File: src/rtl/fetch_source_pkg.sv
// Shared fetch-stage definitions: FSM state encoding and the reset PC / bubble
// instruction that decode and exception logic also rely on.
package fetch_source_pkg;

  typedef enum logic [1:0] {
    S_REQ  = 2'd0,
    S_WAIT = 2'd1,
    S_HOLD = 2'd2
  } fetch_state_t;

  localparam int          DEF_PC_WIDTH   = 32;
  localparam int          DEF_INST_WIDTH = 32;
  localparam logic [31:0] DEF_RESET_PC   = 32'h1c00_0000;
  localparam logic [31:0] DEF_NOP_INST   = 32'h0340_0000;
  localparam logic [31:0] PC_STEP        = 32'd4;

endpackage : fetch_source_pkg

File: src/rtl/fetch_source_if.sv
// Instruction-bus (req/addr_ok/data_ok) and first-stage (valid/allow) signals
// seen by the fetch unit; master = fetch side, slave = memory + downstream side.
interface fetch_source_if #(
  parameter int PC_WIDTH   = 32,
  parameter int INST_WIDTH = 32
);

  logic                           inst_req;
  logic [PC_WIDTH-1:0]            inst_addr;
  logic                           inst_addr_ok;
  logic                           inst_data_ok;
  logic [INST_WIDTH-1:0]          inst_rdata;
  logic                           valid_out;
  logic [PC_WIDTH+INST_WIDTH-1:0] data_out;
  logic                           allow_in;

  modport master (
    output inst_req,
    output inst_addr,
    input  inst_addr_ok,
    input  inst_data_ok,
    input  inst_rdata,
    output valid_out,
    output data_out,
    input  allow_in
  );

  modport slave (
    input  inst_req,
    input  inst_addr,
    output inst_addr_ok,
    output inst_data_ok,
    output inst_rdata,
    input  valid_out,
    input  data_out,
    output allow_in
  );

endinterface : fetch_source_if

File: src/rtl/fetch_source.sv
// Pipeline head: single-outstanding instruction fetch with an inline one-entry
// output buffer and downstream redirect/flush handling.
module fetch_source
  import fetch_source_pkg::*;
#(
  parameter int                    PC_WIDTH   = DEF_PC_WIDTH,
  parameter int                    INST_WIDTH = DEF_INST_WIDTH,
  parameter logic [PC_WIDTH-1:0]   RESET_PC   = PC_WIDTH'(DEF_RESET_PC),
  parameter logic [INST_WIDTH-1:0] NOP_INST   = INST_WIDTH'(DEF_NOP_INST)
) (
  input  logic                clk,
  input  logic                reset,
  input  logic                redirect_valid,
  input  logic [PC_WIDTH-1:0] redirect_pc,
  fetch_source_if.master      bus
);

  fetch_state_t          state_q, state_d;
  logic [PC_WIDTH-1:0]   pc_q, pc_d;
  logic [INST_WIDTH-1:0] inst_q, inst_d;
  logic                  cancel_q, cancel_d;

  logic                  inst_req_c;
  logic                  valid_c;

  always_ff @(posedge clk) begin
    if (reset) begin
      state_q  <= S_REQ;
      pc_q     <= RESET_PC;
      inst_q   <= NOP_INST;
      cancel_q <= 1'b0;
    end else begin
      state_q  <= state_d;
      pc_q     <= pc_d;
      inst_q   <= inst_d;
      cancel_q <= cancel_d;
    end
  end

  // Redirect is checked first in every state so it outranks addr_ok, data_ok and allow_in.
  always_comb begin
    state_d    = state_q;
    pc_d       = pc_q;
    inst_d     = inst_q;
    cancel_d   = cancel_q;
    inst_req_c = 1'b0;
    valid_c    = 1'b0;

    unique case (state_q)
      S_REQ: begin
        inst_req_c = !redirect_valid;
        if (redirect_valid) begin
          pc_d = redirect_pc;
        end else if (bus.inst_addr_ok) begin
          state_d = S_WAIT;
        end
      end

      S_WAIT: begin
        if (bus.inst_data_ok) begin
          if (cancel_q || redirect_valid) begin
            cancel_d = 1'b0;
            state_d  = S_REQ;
            if (redirect_valid) begin
              pc_d = redirect_pc;
            end
          end else begin
            inst_d  = bus.inst_rdata;
            state_d = S_HOLD;
          end
        end else if (redirect_valid) begin
          // The response is still owed by the bus; remember to swallow it.
          pc_d     = redirect_pc;
          cancel_d = 1'b1;
        end
      end

      S_HOLD: begin
        valid_c = !redirect_valid;
        if (redirect_valid) begin
          pc_d    = redirect_pc;
          inst_d  = NOP_INST;
          state_d = S_REQ;
        end else if (bus.allow_in) begin
          pc_d    = pc_q + PC_WIDTH'(PC_STEP);
          state_d = S_REQ;
        end
      end

      default: begin
        state_d = S_REQ;
      end
    endcase
  end

  // Outputs are masked while reset is held so nothing leaks from pre-reset state.
  assign bus.inst_req  = inst_req_c & ~reset;
  assign bus.inst_addr = pc_q;
  assign bus.valid_out = valid_c & ~reset;
  assign bus.data_out  = bus.valid_out ? {pc_q, inst_q} : {pc_q, NOP_INST};

  a_stall_stable: assert property (@(posedge clk) disable iff (reset)
    (bus.valid_out && !bus.allow_in) |=>
      (redirect_valid || (bus.valid_out && $stable(bus.data_out))));

  a_no_req_while_valid: assert property (@(posedge clk) disable iff (reset)
    !(bus.inst_req && bus.valid_out));

  a_legal_state: assert property (@(posedge clk) disable iff (reset)
    state_q inside {S_REQ, S_WAIT, S_HOLD});

endmodule : fetch_source

File: src/flat_wrapper.sv
// flat-port wrapper written by rule: the top's interface ports become plain ports
module fetch_source_flat import fetch_source_pkg::*;
#(
  parameter int                    PC_WIDTH   = DEF_PC_WIDTH,
  parameter int                    INST_WIDTH = DEF_INST_WIDTH,
  parameter logic [PC_WIDTH-1:0]   RESET_PC   = PC_WIDTH'(DEF_RESET_PC),
  parameter logic [INST_WIDTH-1:0] NOP_INST   = INST_WIDTH'(DEF_NOP_INST)
)
  (clk, reset, redirect_valid, redirect_pc, bus_inst_req, bus_inst_addr, bus_inst_addr_ok, bus_inst_data_ok, bus_inst_rdata, bus_valid_out, bus_data_out, bus_allow_in);
  fetch_source_if #(.PC_WIDTH(PC_WIDTH), .INST_WIDTH(INST_WIDTH)) bus_i ();
  input  logic clk;
  input  logic reset;
  input  logic redirect_valid;
  input  logic [PC_WIDTH-1:0] redirect_pc;
  output wire logic [$bits(bus_i.inst_req)-1:0] bus_inst_req;
  output wire logic [$bits(bus_i.inst_addr)-1:0] bus_inst_addr;
  input wire logic [$bits(bus_i.inst_addr_ok)-1:0] bus_inst_addr_ok;
  input wire logic [$bits(bus_i.inst_data_ok)-1:0] bus_inst_data_ok;
  input wire logic [$bits(bus_i.inst_rdata)-1:0] bus_inst_rdata;
  output wire logic [$bits(bus_i.valid_out)-1:0] bus_valid_out;
  output wire logic [$bits(bus_i.data_out)-1:0] bus_data_out;
  input wire logic [$bits(bus_i.allow_in)-1:0] bus_allow_in;
  assign bus_inst_req = bus_i.inst_req;
  assign bus_inst_addr = bus_i.inst_addr;
  assign bus_i.inst_addr_ok = bus_inst_addr_ok;
  assign bus_i.inst_data_ok = bus_inst_data_ok;
  assign bus_i.inst_rdata = bus_inst_rdata;
  assign bus_valid_out = bus_i.valid_out;
  assign bus_data_out = bus_i.data_out;
  assign bus_i.allow_in = bus_allow_in;
  fetch_source #(.PC_WIDTH(PC_WIDTH), .INST_WIDTH(INST_WIDTH), .RESET_PC(RESET_PC), .NOP_INST(NOP_INST)) u_core (.clk(clk), .reset(reset), .redirect_valid(redirect_valid), .redirect_pc(redirect_pc), .bus(bus_i));
endmodule
File: config.mk
export PLATFORM = sky130hd
export DESIGN_NAME = fetch_source_flat
export DESIGN_NICKNAME = d
export VERILOG_FILES = /design/src/rtl/fetch_source_pkg.sv /design/src/rtl/fetch_source_if.sv /design/src/rtl/fetch_source.sv /design/src/flat_wrapper.sv
export SDC_FILE = /design/constraint.sdc
export NUM_CORES = 1
export LEC_CHECK = 0
export BUFFER_PORTS_ARGS = -buffer_cell sky130_fd_sc_hd__buf_2
export CORE_ASPECT_RATIO = 0.8
export CORE_MARGIN = 5
export CORE_UTILIZATION = 45
export CTS_BUF_LIST = sky130_fd_sc_hd__clkbuf_8
export DETAILED_ROUTE_END_ITERATION = 16
export GPL_TIMING_DRIVEN = 0
export PLACE_DENSITY = 0.79
export SLEW_MARGIN = 25
export SYNTH_ARGS = -nofsm -noshare
export SYNTH_HDL_FRONTEND = slang
export SYNTH_SLANG_ARGS = --single-unit
File: constraint.sdc
create_clock -name clk -period 1.65 [get_ports clk]
set_input_delay 0 -clock clk [delete_from_list [all_inputs] [get_ports clk]]
set_output_delay 0 -clock clk [all_outputs]
set_load 0.02 [all_outputs]
Word level (Yosys, flattened, before mapping)
Cells that the tools add are included.
{ "totals": {"out_inout_bits": 98, "ramBits": 0, "inputBits": 70, "regBits": 67, "memories": 0, "latchBits": 0, "wordCells": 51, "mem_bits_ro": 0} }
{ "classes": {"n_addsub": 1, "bitwise": 3, "n_shift": 0, "n_div": 0, "eq_ne": 10, "n_mux": 23, "magnitude_cmp": 0, "reduce_logical": 10, "multipliers": 0} }
{ "ops": {"columns": ["operator", "n"], "rows": [
  ["32-bit two-way mux", 9],
  ["32-bit case mux with 3 select lines", 1],
  ["32-bit case mux with 2 select lines", 1],
  ["32-bit by 3-bit adder with 32-bit output, second input constant", 1],
  ["2-bit two-way mux", 6],
  ["2-bit inequality test, second input constant", 5],
  ["4-bit AND reduction", 2],
  ["2-bit case mux with 3 select lines", 1],
  ["3-bit AND reduction", 2],
  ["1-bit two-way mux", 5],
  ["2-bit nonzero test", 2],
  ["3-bit by 2-bit inequality test with 1-bit output, second input constant", 1],
  ["3-bit inequality test, second input constant", 1],
  ["3-bit nonzero test", 1],
  ["1-bit bitwise AND", 2],
  ["2-bit by 1-bit equality test with 1-bit output, second input constant", 1],
  ["2-bit equality test, second input constant", 1],
  ["2-bit logical NOT", 1],
  ["2-bit by 1-bit inequality test with 1-bit output, second input constant", 1],
  ["1-bit logical NOT", 1],
  ["1-bit logical OR", 1],
  ["1-bit inverter", 1]
]} }

Longest topological paths before layout
{ "logic_depth": {"ltp_word": 4, "depth_mapped": 8, "ltp_nobuf": 6} }

Least setup slack after synthesis
No wires, ideal clock.
{ "synth_path": {"kind": "register -> register", "start": "register u_core.pc_q[2], in the netlist u_core.bus.inst_addr[2]", "end": "register u_core.pc_q[22], in the netlist u_core.bus.inst_addr[22]", "path_buffers": 1, "setup_slack_ns": -0.287, "t_arrival_ns": 1.863, "period_less_slack_ns": 1.937, "setup_time_ns": 0.074, "path_stages_with_launch": 7, "cell_sequence": "dfxtp_1 ha_1 and4_1 clkbuf_1 nand3_1 or4_1 a31oi_1"} }
{ "synth_via": {"elab_chain_cells": 4} }
{ "synth_rtl": {"columns": ["element", "line", "rtl"], "rows": [
  ["start, declared", "fetch_source.sv:19", "logic [PC_WIDTH-1:0] pc_q, pc_d;"],
  ["start signal, assigned", "fetch_source.sv:34", "pc_q <= pc_d;"],
  ["32-bit by 3-bit adder with 32-bit output", "fetch_source.sv:85", "pc_d = pc_q + PC_WIDTH'(PC_STEP);"],
  ["32-bit two-way mux", "fetch_source.sv:84", "end else if (bus.allow_in) begin"],
  ["32-bit two-way mux", "fetch_source.sv:80", "if (redirect_valid) begin"],
  ["32-bit case mux with 3 select lines", "fetch_source.sv:49", "unique case (state_q)"]
]} }
Every way passes these cells. The select of a mux whose other input is x is not followed.
A chain may end at the register's enable or synchronous reset.

Worst setup path after layout
{ "layout_path": {"start": "register u_core.state_q[1]", "end": "output bus_data_out[10]"} }
{ "layout_via": {"elab_chain_cells": 4} }
{ "layout_rtl": {"columns": ["element", "line", "rtl"], "rows": [
  ["start, declared", "fetch_source.sv:18", "fetch_state_t state_q, state_d;"],
  ["start signal, assigned", "fetch_source.sv:33", "state_q <= state_d;"],
  ["2-bit equality test", "fetch_source.sv:49", null],
  ["1-bit two-way mux", "fetch_source.sv:49", null],
  ["1-bit bitwise AND", "fetch_source.sv:99", "assign bus.valid_out = valid_c & ~reset;"],
  ["32-bit two-way mux", "fetch_source.sv:100", "assign bus.data_out = bus.valid_out ? {pc_q, inst_q} : {pc_q, NOP_INST};"],
  ["end, declared", "flat_wrapper.sv:21", "output wire logic [$bits(bus_i.data_out)-1:0] bus_data_out;"]
]} }
Every way passes these cells.

==> flow_summary_export.csv <==
group,metric,value,unit
run_status,run_status,"finished with violations",
run_status,violations,"hold timing, setup timing",
yosys,synthTopCellsByCount,"dfxtp_1, a21oi_1, nand2_1, nand3_1, and3_1",
global_routing,grt_max_degree,12,
cts,cts_inserted_buffers,9,
drt,drc,0,
floorplan,start_util,46.4,%
drt,via_count,5194,
yosys,synth_area,3950,µm²
drt,via_per_inst,5.86,
floorplan,ios,168,
sta,setup_viol,56,
cts,root_buffer,"clkbuf_8",
place,place.gp.congestion,0.931,
sta,min_period,1.86,ns
yosys,synth.ff_latch_count,67,
place,place_inst,797,
finish,final_design_area_no_fill,6400,µm²
yosys,ys_seq_area_share,33.9,%
place,dp.final_hpwl,10300,µm
worst_setup_path,criticalPathCategory,"reg -> out",
drt,dr.pass1.iters,5,
finish,stdcell_count,886,
worst_hold_path,hold_path.class,"in -> reg",
sta,setup_ws,-0.215,ns
drt,final_antenna_net_count,0,
yosys,syn_nets,591,
finish,antenna_cells,0,
finish,multi_input_area,2380,µm²
floorplan,fp.coreArea,8520,µm²
power,p_per_area,629,nW/µm²
sta,hold_ws,-0.00124,ns
flow_run,timing.max_cap.violations,0,
yosys,synthCells,520,
cts,htreeDepth,3,
global_routing,grt_pass1_wl,23800,µm
cts,cts_buffer_depth,2,
sta,finalClockSkew,0.0140,ns
global_routing,track_usage,27.4,%
drt,wire_per_inst,18.4,µm
cts,clock_sinks,67,
worst_setup_path,cp-start-kind,"register",
sta,period_share,113,%
worst_setup_path,cp.arrival,1.86,ns
finish,final_nets,840,
global_routing,antenna_found_initial,0,
yosys,synth_top_area_share,33.9,%
cts,cts_tree,"built",
power,max-vdd-ir-drop,0.371,mV
drt,routed_wl,16300,µm
yosys,synth_largest_area_cell,"dfxtp_1",
floorplan,fp.dieH,93.8,µm
yosys,synth-main-ff-cell,"dfxtp_1",
cts,clkTransAtPathRegs,0.08,ns
place,io_buffers,165,
sta,relSlewSlack,56.3,%
sta,hold_viol,1,
yosys,synth_edf_count,0,
yosys,postSynthAreaPerCell,7.60,µm²
global_routing,grt_overflow,0,
yosys,yosys.cell_types.count,59,
cts,clk_latency,0.35,ns
floorplan,die_area,10800,µm²
yosys,ys_warn_count,0,
yosys,synthMostInstantiatedCell,"dfxtp_1",
finish,layout-drive-gt1-share,45.3,%
sta,rsz0062_at_grt,"yes",
place,dpl_cell_area,5010,µm²
floorplan,die_x,115,µm
yosys,synthTopCellsByArea,"dfxtp_1, a21oi_1, buf_4, and3_1, nand3_1",
worst_setup_path,cp-end-kind,"primary output",
finish,area_delta_synth_final,61.9,%
floorplan,row_count,30,
sta,fmax,536,MHz
yosys,ys_async_sr_fraction,0,%
sta,finalMaxSlewViolations,0,
finish,regArea,1410,µm²
finish,n_fill_cell,577,
sta,worstMarginPinSlew,0.656,ns
power,p_leak,2.97,nW
global_routing,grt_pass1_vias,4767,
worst_setup_path,cp_max_fo,10,
place,place_ws,-0.451,ns
drt,drtIter0Drc,658,
worst_setup_path,critPathRequiredTime,1.65,ns
-- path summary, 6_finish.rpt --
check | startpoint | end | slack (ns) | cells after the start
setup / recovery | u_core.state_q[1] | bus_data_out[10] | -0.21 | 6
hold / removal | redirect_pc[30] | u_core.bus.inst_addr[30] | -0.001 | 4
setup reg to reg | u_core.bus.inst_addr[18] | u_core.bus.inst_addr[25] | -0.18 | 6
hold reg to reg | u_core.inst_q[14] | u_core.inst_q[14] | 0.45 | 2
-- metal layers --
| metal | global-route usage [%] | up-vias | part of all wire (%) |
|---|---|---|---|
| li1 | - | 2340 | - |
| met1 | 35.1 | 2403 | 38 |
| met2 | 44.9 | 378 | 47 |
| met3 | 6.37 | 73 | 12 |
| met4 | 10.4 | 0 | 3.6 |
| met5 | 0 | - | 0 |
-- area by class of cell --
type	instances	share of cell area [%]
inverters	3	0.176
clock inverters	6	0.860
repair buffers	241	25.8
flip-flops and latches	67	22.1
clock buffers	10	2.15
plain buffers	75	9.62
multi-input cells	372	37.2
well taps	112	2.19
-- cell families (layout without fill, tap and decap cells) --
| logic type | count (synthesis) | after routing | share of synthesized area, % |
|---|---|---|---|
| buffers and inverters | 81 | 335 | 12.2 |
| multiplexers | 6 | 6 | 1.55 |
| flip-flops | 67 | 67 | 33.9 |
| AO/OA/AOI/OAI | 125 | 125 | 19.4 |
| adder cells (fa/ha/maj) | 1 | 1 | 0.317 |
| AND/OR/NAND/NOR | 240 | 240 | 32.6 |
-- critical path: stages, from the launching register on --
cell      delay [ns]
dfxtp_2         0.34
buf_4           0.17
nor3b_4         0.26
clkbuf_8        0.20
clkbuf_8        0.16
and3_1          0.22
buf_4           0.16
-- flip-flops by register name, summed over array words and instances (netlist names) --
| signal | count |
|---|---|
| u_core.bus.inst_addr | 32 |
| u_core.state_q | 2 |
| u_core.inst_q | 32 |
| u_core.cancel_q | 1 |
-- where the power goes --
part	leakage (nW)	switching, W	internal (W)
clock	0.108	0.000673	0.000728
combinational	2.30	0.000444	0.000402
sequential	0.561	0.000101	0.00168
total	2.97	0.00122	0.00281
-- cell usage in the layout, fill, tap and decap left out, types with 16 or more instances in the layout --
cell	instances
a21oi_1	56
and3_1	35
buf_2	132
buf_4	90
clkbuf_8	17
dfxtp_1	42
dfxtp_4	16
dlygate4sd3_1	46
nand2_1	57
nand3_1	41
nor2_1	26
-- stage by stage --
step	utilization (%)	power [W]	TNS (ns)
global placement	58.9	0.00248	-21.82
CTS	71.6	0.00397	-2.59
global route	75.1	0.00415	-9.34
detailed placement	58.9	0.00250	-25.63
finish	75.1	0.00403	-5.61
floorplan	-	0.00222	-0.0248
-- timing repair --
| action | CTS | global route |
|---|---|---|
| gates cloned | 0 | 1 |
| setup buffers | 17 | 12 |
| pin swaps | 11 | 32 |
| resized for setup | 102 | 63 |
| setup endpoints to repair | 96 | 95 |
| hold buffers | 46 | 0 |
| hold endpoints to repair | 46 | 0 |
No activity file was read; power rests on OpenSTA's default activity.
